==> config.mk <==
export PLATFORM = sky130hd
export DESIGN_NAME = sram_rw_arbiter
export DESIGN_NICKNAME = d
export VERILOG_FILES = /design/src/rtl/sram_rw_arbiter.sv
export SDC_FILE = /design/constraint.sdc
export NUM_CORES = 1
export LEC_CHECK = 0
export ABC_AREA = 1
export CAP_MARGIN = 10
export CORE_AREA = 2 2 123 125
export DETAILED_ROUTE_END_ITERATION = 12
export DIE_AREA = 0 0 125 127
export PLACE_DENSITY = 0.71
export SLEW_MARGIN = 40
export SYNTH_ARGS = -nofsm -noshare
export SYNTH_HDL_FRONTEND = slang
export SYNTH_SLANG_ARGS = --single-unit
==> constraint.sdc <==
create_clock -name clock -period 3.1 [get_ports clock]
set_input_delay 0.62 -clock clock [delete_from_list [all_inputs] [get_ports clock]]
set_output_delay 0.62 -clock clock [all_outputs]
set_load 0.01 [all_outputs]
==> src/rtl/sram_rw_arbiter.sv <==
// Round-robin arbiter/sequencer for two requesters sharing one nibble-masked single-port SRAM.
// Optional ARRAY_ARB_INIT_EN: zero-fill the whole array after reset before accepting requests.
module sram_rw_arbiter #(
    parameter int ADDR_W = 11,
    parameter int DATA_W = 40,
    parameter int MASK_W = 10,
    parameter int DEPTH  = 2048
) (
    input  logic                clock,
    input  logic                reset_n,
    input  logic [1:0]          req_valid,
    output logic [1:0]          req_ready,
    input  logic [1:0]          req_wmode,
    input  logic [2*ADDR_W-1:0] req_addr,
    input  logic [2*MASK_W-1:0] req_wmask,
    input  logic [2*DATA_W-1:0] req_wdata,
    output logic [1:0]          resp_valid,
    input  logic [1:0]          resp_ready,
    output logic [2*DATA_W-1:0] resp_rdata,
    output logic                sram_en,
    output logic                sram_wmode,
    output logic [ADDR_W-1:0]   sram_addr,
    output logic [MASK_W-1:0]   sram_wmask,
    output logic [DATA_W-1:0]   sram_wdata,
    input  logic [DATA_W-1:0]   sram_rdata,
    output logic                init_done
);

    if (DEPTH > (1 << ADDR_W)) begin : g_depth_check
        $error("DEPTH does not fit in ADDR_W address bits");
    end

    logic              rr_ptr;
    logic [1:0]        inflight;
    logic [1:0]        buf_valid;
    logic [DATA_W-1:0] buf_data [2];
    logic [1:0]        eligible;
    logic [1:0]        grant;
    logic              active;
    logic              init_en;
    logic [ADDR_W-1:0] init_addr;

`ifdef ARRAY_ARB_INIT_EN
    typedef enum logic {INIT, RUN} state_t;
    localparam logic [ADDR_W-1:0] LAST_ADDR = ADDR_W'(DEPTH - 1);

    state_t            state, state_next;
    logic [ADDR_W-1:0] init_cnt, init_cnt_next;

    always_ff @(posedge clock or negedge reset_n) begin
        if (!reset_n) begin
            state    <= INIT;
            init_cnt <= '0;
        end else begin
            state    <= state_next;
            init_cnt <= init_cnt_next;
        end
    end

    always_comb begin
        state_next    = state;
        init_cnt_next = init_cnt;
        init_en       = 1'b0;
        if (state == INIT) begin
            // Gate with reset_n so the sweep never touches the macro while held in reset.
            init_en       = reset_n;
            init_cnt_next = init_cnt + 1'b1;
            if (init_cnt == LAST_ADDR)
                state_next = RUN;
        end
    end

    assign init_done = (state == RUN);
    assign init_addr = init_cnt;
`else
    assign init_en   = 1'b0;
    assign init_addr = '0;
    assign init_done = 1'b1;
`endif

    assign active = init_done & reset_n;

    // A read may issue only when its response has somewhere to land two cycles later.
    always_comb begin
        for (int i = 0; i < 2; i++)
            eligible[i] = active & req_valid[i] &
                          (req_wmode[i] | (~inflight[i] & (~buf_valid[i] | resp_ready[i])));
    end

    always_comb begin
        grant = 2'b00;
        if (eligible == 2'b11)
            grant[rr_ptr] = 1'b1;
        else
            grant = eligible;
    end

    assign req_ready = grant;

    always_comb begin
        sram_en    = 1'b0;
        sram_wmode = 1'b0;
        sram_addr  = '0;
        sram_wmask = '0;
        sram_wdata = '0;
        if (init_en) begin
            sram_en    = 1'b1;
            sram_wmode = 1'b1;
            sram_addr  = init_addr;
            sram_wmask = '1;
        end else if (grant != 2'b00) begin
            sram_en    = 1'b1;
            sram_wmode = grant[1] ? req_wmode[1] : req_wmode[0];
            sram_addr  = grant[1] ? req_addr[2*ADDR_W-1:ADDR_W]  : req_addr[ADDR_W-1:0];
            sram_wmask = grant[1] ? req_wmask[2*MASK_W-1:MASK_W] : req_wmask[MASK_W-1:0];
            sram_wdata = grant[1] ? req_wdata[2*DATA_W-1:DATA_W] : req_wdata[DATA_W-1:0];
        end
    end

    always_ff @(posedge clock or negedge reset_n) begin
        if (!reset_n) begin
            rr_ptr      <= 1'b0;
            inflight    <= 2'b00;
            buf_valid   <= 2'b00;
            buf_data[0] <= '0;
            buf_data[1] <= '0;
        end else begin
            // After any grant the other requester gets priority.
            if (grant != 2'b00)
                rr_ptr <= ~grant[1];
            for (int i = 0; i < 2; i++) begin
                inflight[i] <= grant[i] & ~req_wmode[i];
                if (inflight[i]) begin
                    buf_valid[i] <= 1'b1;
                    buf_data[i]  <= sram_rdata;
                end else if (buf_valid[i] & resp_ready[i]) begin
                    buf_valid[i] <= 1'b0;
                end
            end
        end
    end

    assign resp_valid = buf_valid;
    assign resp_rdata = {buf_data[1], buf_data[0]};

endmodule

==> results.json, run 1 <==
{
  "track_usage": 0.1973,
  "port_buffers": 316,
  "status": "completed",
  "cts_root_buffer": "clkbuf_16",
  "hold_buffers": 0,
  "core.rowCount": 44,
  "cp_num_buf_inv": 6,
  "power_leakage_nw": 4.309,
  "dieArea_um2": 15880,
  "syn_inst": 580,
  "stdcell_count": 1089,
  "yosys_warnings": 0,
  "n_fill_cell": 1337,
  "netlist_area_um2": 4166,
  "drc": 0,
  "finClkSkew_ns": 0.004389,
  "p_per_area_nw_per_um2": 511.2,
  "max_freq_mhz": 332.6,
  "vdd_drop_max_mv": 0.2467,
  "critPathTopFamily": "buffers and inverters",
  "fin_crit_sh": 0.9698,
  "die_w_um": 125,
  "dpl.hpwl_um": 12180,
  "slew_headroom": 0.5222,
  "area_delta_synth_final_pct": 93.33,
  "postRouteAntennaNets": 0,
  "drv_slew": 0,
  "final.setup.worst_slack_ns": 0.09358,
  "overflow": 0,
  "synth.distinct_cells": 19,
  "vias": 4795,
  "syn_avg_cell_area_um2": 7.184,
  "synthArstFlopShare": 1.000,
  "tightestPinTransition_ns": 0.7167,
  "crit_required_ns": 2.48,
  "syn-num-nets": 750,
  "critPathLaunchType": "input pin",
  "worst_path_max_delay_cell": "clkdlybuf4s50_1",
  "htreeDepth": 3,
  "cts_max_path_buffers": 2,
  "setup.worst_path.class": "in2out",
  "wl_per_cell_um": 15.41,
  "routed_via_density": 4.403,
  "max_stage_delay_ns": 0.46,
  "period_needed_ns": 3.006,
  "finalPower_w": 0.004118,
  "nets": 1070,
  "cts_sinks": 85,
  "critPathArrivalTime_ns": 2.39,
  "grt_max_degree": 58,
  "io_pins": 318,
  "drive_gt1_frac": 0.06077,
  "grt_pass1_vias": 4644,
  "final_cell_mix": "nand2_1 (372), clkdlybuf4s50_1 (251), dfrtp_1 (85)",
  "postLayoutCoreUtil": 0.5585,
  "synthFlopType": "dfrtp_1",
  "final_common_cell": "nand2_1",
  "synth-seq-cells": 85,
  "synth-edff-count": 0,
  "drtPass1Iterations": 4,
  "numCtsBuffers": 9,
  "setup_viol": 0,
  "hold_path_class": "in2async",
  "setup.worst_path.end_class": "output port",
  "wl_um": 16780,
  "worst_path_most_repeated_cell": "nand2_1",
  "start_util": 0.2889,
  "drt_iter0_markers": 203,
  "synth_seq_area_share": 0.5105,
  "cap_violations": 0,
  "tns_ns": 0,
  "pre_cts_slack_ns": -0.09059,
  "hold_viol": 0,
  "worstPathMaxFanout": 13,
  "dp.cells": 1063,
  "core_area_um2": 14420,
  "rsz0062_at_grt": "yes",
  "grt_first_pass_wirelength_um": 24820,
  "antenna_found_initial": 0,
  "fp.dieH_um": 127,
  "gp_congestion": 0.8145,
  "worstPathCellList": "clkdlybuf4s50_1 > inv_1 > nand2_1 > nand2_1 > nand2_1 > nand3_2 > nand2_4 > inv_8 > buf_4 > clkbuf_16 > nand2_1 > nand2_1 > dlygate4sd2_1",
  "cts_tree": "yes",
  "clk_pin_slew_worst_paths_ns": 0.06,
  "clk_latency_ns": 0.34,
  "n_antenna_cell": 0
}
worst paths after layout:
kind                                             from                         end  slack (ns)  cells past startpoint
min                                           reset_n       inflight[1]$_DFF_PN0_         0.1                      1
min reg2reg                resp_rdata[40]$_DFFE_PN0P_  resp_rdata[40]$_DFFE_PN0P_        0.47                      2
max                                     resp_ready[0]              sram_wdata[38]        0.09                     13
max in group asynchronous                     reset_n  resp_rdata[13]$_DFFE_PN0P_        1.70                      3
max reg2reg                     inflight[0]$_DFF_PN0_          rr_ptr$_DFFE_PN0P_        1.92                      8
min in group clock         resp_rdata[40]$_DFFE_PN0P_  resp_rdata[40]$_DFFE_PN0P_        0.47                      2
what timing repair did:
action / 4_1_cts / 5_1_grt
setup buffers: 0 / 5
pin swaps: 0 / 1
gates cloned: 0 / 5
setup endpoints to repair: 60 / 14
resized for setup: 52 / 16
per-layer routing:
layer  wire length, um  GRT usage  vias up  part of all wire
li1                  -          -     2420                 -
met1              6781     0.2459     2161              0.40
met2              8494     0.3341      198              0.51
met3              1235    0.05653       16             0.074
met4               272    0.05948        0             0.016
met5                 0          0        -                 0
final cells by class:
class                           instances  area [um^2]  area share
Inverter                               13        60.06    0.007456
Clock inverter                          6        92.59     0.01149
Tap cell                              184        230.2     0.02858
Multi-Input combinational cell        445         1782      0.2212
Sequential cell                        85         2127      0.2641
Timing Repair Buffer                  346         3525      0.4376
Clock buffer                           10        239.0     0.02967
stage by stage:
step / cell area [um^2] / hold slack (ns)
floorplan: 4167 / 0.3244
detailed placement: 7577 / 0.4570
finish: 8055 / 0.09638
global placement: 7577 / 0.4527
global route: 8055 / 0.08436
CTS: 7853 / 0.08404
flip-flops by register name, indices dropped and copies added, names as in the netlist:
signal,count
rr_ptr,1
inflight,2
resp_rdata,80
resp_valid,2
synthesized netlist by cell type, types with 2 or more instances:
library cell | n | area (um^2)
buf_6 | 6 | 67.56
a21oi_1 | 2 | 10.01
nor2_1 | 2 | 7.510
dfrtp_1 | 85 | 2127
nand3_1 | 62 | 310.3
buf_2 | 14 | 70.07
inv_1 | 9 | 33.78
nand2_1 | 372 | 1396
o21ai_0 | 2 | 10.01
clkbuf_1 | 16 | 60.06
inv_2 | 2 | 7.510
report_power, final:
group          leakage, nW  internal (W)  switching, W
clock                0.156      0.000733      0.000456
sequential            1.05       0.00135      0.000130
combinational         3.11      0.000832      0.000614
total                 4.31       0.00292       0.00120
logic make-up after synthesis:
group	after synthesis	share of synthesized area
other cells	1	0.0009000
simple gates	439	0.4180
compound gates	5	0.008710
flops	85	0.5105
buf+inv	50	0.06186
No activity file was read; power rests on OpenSTA's default activity.
==> inputs of run 2 (changes only) <==
- CORE_AREA: 2 2 123 125 -> 8 8 119 121
- DIE_AREA: 0 0 125 127 -> 0 0 127 129
- GPL_ROUTABILITY_DRIVEN: unset -> 0
- PLACE_DENSITY: 0.71 -> 0.82
==> run 2 against run 1 <==
Compared with the run above: sequential share of layout area increased by 0.30 points; non-clock buffer count grew 3; largest cell class unchanged; final cell count is 2.8% lower; largest power group unchanged; final area is 1.1% lower; utilization is 8.8 points higher; register-to-register slack lost 0.05 ns; via count increased by 1.6%; first-iteration DRC count is 94% higher; die area grew 3.2%.
==> results.json, run 2 (same netlist as run 1, synthesis figures left out) <==
{
  "vias": 4873,
  "power.switching_w": 0.001243,
  "critPathLaunch": "resp_ready[1]",
  "track_usage": 0.2109,
  "routed_via_density": 4.606,
  "antenna_found_initial": 1,
  "vdd_drop_max_mv": 0.3004,
  "numCtsBuffers": 9,
  "period_needed_ns": 3.080,
  "drc": 0,
  "route.met2.wl_um": 8975,
  "io_pins": 318,
  "cts_max_path_buffers": 2,
  "cp_num_buf_inv": 5,
  "crit_required_ns": 2.48,
  "critPathLaunchType": "input pin",
  "hold_viol": 0,
  "core_area_um2": 12310,
  "hold_path_class": "in2async",
  "tightestPinTransition_ns": 0.6182,
  "cap_violations": 0,
  "clk_pin_slew_worst_paths_ns": 0.07,
  "p_per_area_nw_per_um2": 502.1,
  "htreeDepth": 3,
  "status": "completed",
  "rsz0062_at_grt": "yes",
  "seqPwrFrac": 0.370,
  "area_delta_synth_final_pct": 91.17,
  "place_area_um2": 7595,
  "p_sw_frac": 0.3109,
  "worst_path_most_repeated_cell": "nand2_1",
  "setup_viol": 0,
  "finClkSkew_ns": 0.006261,
  "combPwrFrac": 0.368,
  "largest_reg_flops": 80,
  "drtPass1Iterations": 5,
  "overflow": 0,
  "drv_slew": 0,
  "power_leakage_nw": 4.300,
  "cts_sinks": 85,
  "cts_tree": "yes",
  "nets": 1073,
  "critPathArrivalTime_ns": 2.46,
  "drt_iter0_markers": 393,
  "max_freq_mhz": 324.7,
  "dpl.hpwl_um": 14590,
  "max_stage_delay_ns": 0.53,
  "start_util": 0.3384,
  "grt_pass1_vias": 4868,
  "final_common_cell": "nand2_1",
  "wl_um": 18070,
  "wl_per_cell_um": 17.08,
  "drive_gt1_frac": 0.06498,
  "fin_crit_sh": 0.9934,
  "worstPathMaxFanout": 15,
  "die_w_um": 127,
  "worst_path_max_delay_cell": "clkdlybuf4s50_1",
  "fp.dieH_um": 129,
  "stdcell_count": 1058,
  "final_cell_mix": "nand2_1 (372), clkdlybuf4s50_1 (256), dfrtp_1 (85)",
  "reg2reg_from": "resp_valid[0]$_DFFE_PN0P_",
  "n_antenna_cell": 0,
  "dieArea_um2": 16380,
  "intPower_w": 0.002756,
  "port_buffers": 316,
  "route.met3.wl_um": 1490,
  "core.rowCount": 41,
  "setup.worst_path.end_class": "output port",
  "clk_latency_ns": 0.32,
  "setup.worst_path.class": "in2out",
  "slew_headroom": 0.5879,
  "highest_layer": "met5",
  "grt_max_degree": 51,
  "dp.cells": 1039,
  "pwr-share-clk": 0.262,
  "critPathTopFamily": "buffers and inverters",
  "grt_first_pass_wirelength_um": 26990,
  "postLayoutCoreUtil": 0.6470,
  "postRouteAntennaNets": 0,
  "cts_root_buffer": "clkbuf_16",
  "stdcell_area_um2": 7965,
  "worstPathCellList": "clkdlybuf4s50_1 > inv_1 > nand2_1 > nand2_2 > a21oi_4 > nand2_4 > inv_6 > buf_12 > nand2_1 > nand2_1 > clkdlybuf4s50_1",
  "hold_ws_ns": 0.07917,
  "routedLengthMet1_um": 7178
}
[run 2: cell count changes in the layout (fill, tap and decap cells not counted), sizes merged]
| cell | change |
|---|---|
| clkdlybuf4s50 | +5 |
| clkinv | +3 |
| inv | +2 |
| dlygate4sd2 | -10 |
| buf | +8 |
| dlymetal6s2s | +3 |
| clkdlybuf4s15 | +1 |
| clkinvlp | -2 |
| clkbuf | -6 |
| bufinv | -2 |
| bufbuf | +1 |
[run 2: routing by layer]
layer	track usage	vias to the layer above
li1	-	2423
met4	0.06788	2
met2	0.3567	197
met5	0	-
met1	0.2492	2220
met3	0.06827	31
[run 2: timing repair]
action,in CTS,in global routing
resized for setup,48,21
endpoints found under the setup margin,57,21
buffers inserted,0,2
pin swaps,0,1
hold buffers,0,0
gates cloned,1,0
[run 2: final cells by class]
cell class	count	area, um^2
multi-input combinational	445	1782
clock buffer	9	225.2
fill	1044	4347
timing repair buffer	349	3512
inverter	13	57.56
sequential	85	2127
tap	150	187.7
clock inverter	7	73.82
[run 2: path summary, 6_finish.rpt]
path | slack, ns | cells after the start | to
setup / recovery | 0.02 | 11 | sram_wdata[3]
hold / removal | 0.08 | 1 | resp_valid[1]$_DFFE_PN0P_
setup reg to reg | 1.87 | 8 | rr_ptr$_DFFE_PN0P_
hold reg to reg | 0.47 | 2 | resp_rdata[23]$_DFFE_PN0P_
max in group asynchronous | 1.75 | 3 | resp_rdata[59]$_DFFE_PN0P_
min in group clock | 0.47 | 2 | resp_rdata[23]$_DFFE_PN0P_
[run 2: per-stage QoR]
stage / setup TNS [ns] / power, W / setup WS [ns]
2_1_floorplan: 0 / 0.001976 / 1.044
3_3_place_gp: -0.9742 / 0.002970 / -0.06733
3_5_place_dp: -1.461 / 0.003001 / -0.06344
4_1_cts: -0.04581 / 0.004047 / -0.02835
5_1_grt: -0.4435 / 0.004221 / -0.1091
6_report: 0 / 0.003999 / 0.02040
[run 2: power groups by stage]
stage | Sequential, W | Clock, W | Combinational (W)
6_report | 0.00148 | 0.00105 | 0.00147
5_1_grt | 0.00151 | 0.00112 | 0.00159
4_1_cts | 0.00148 | 0.00108 | 0.00149
3_5_place_dp | 0.00150 | 0 | 0.00150
3_3_place_gp | 0.00149 | 0 | 0.00148
2_1_floorplan | 0.00161 | 0 | 0.000365
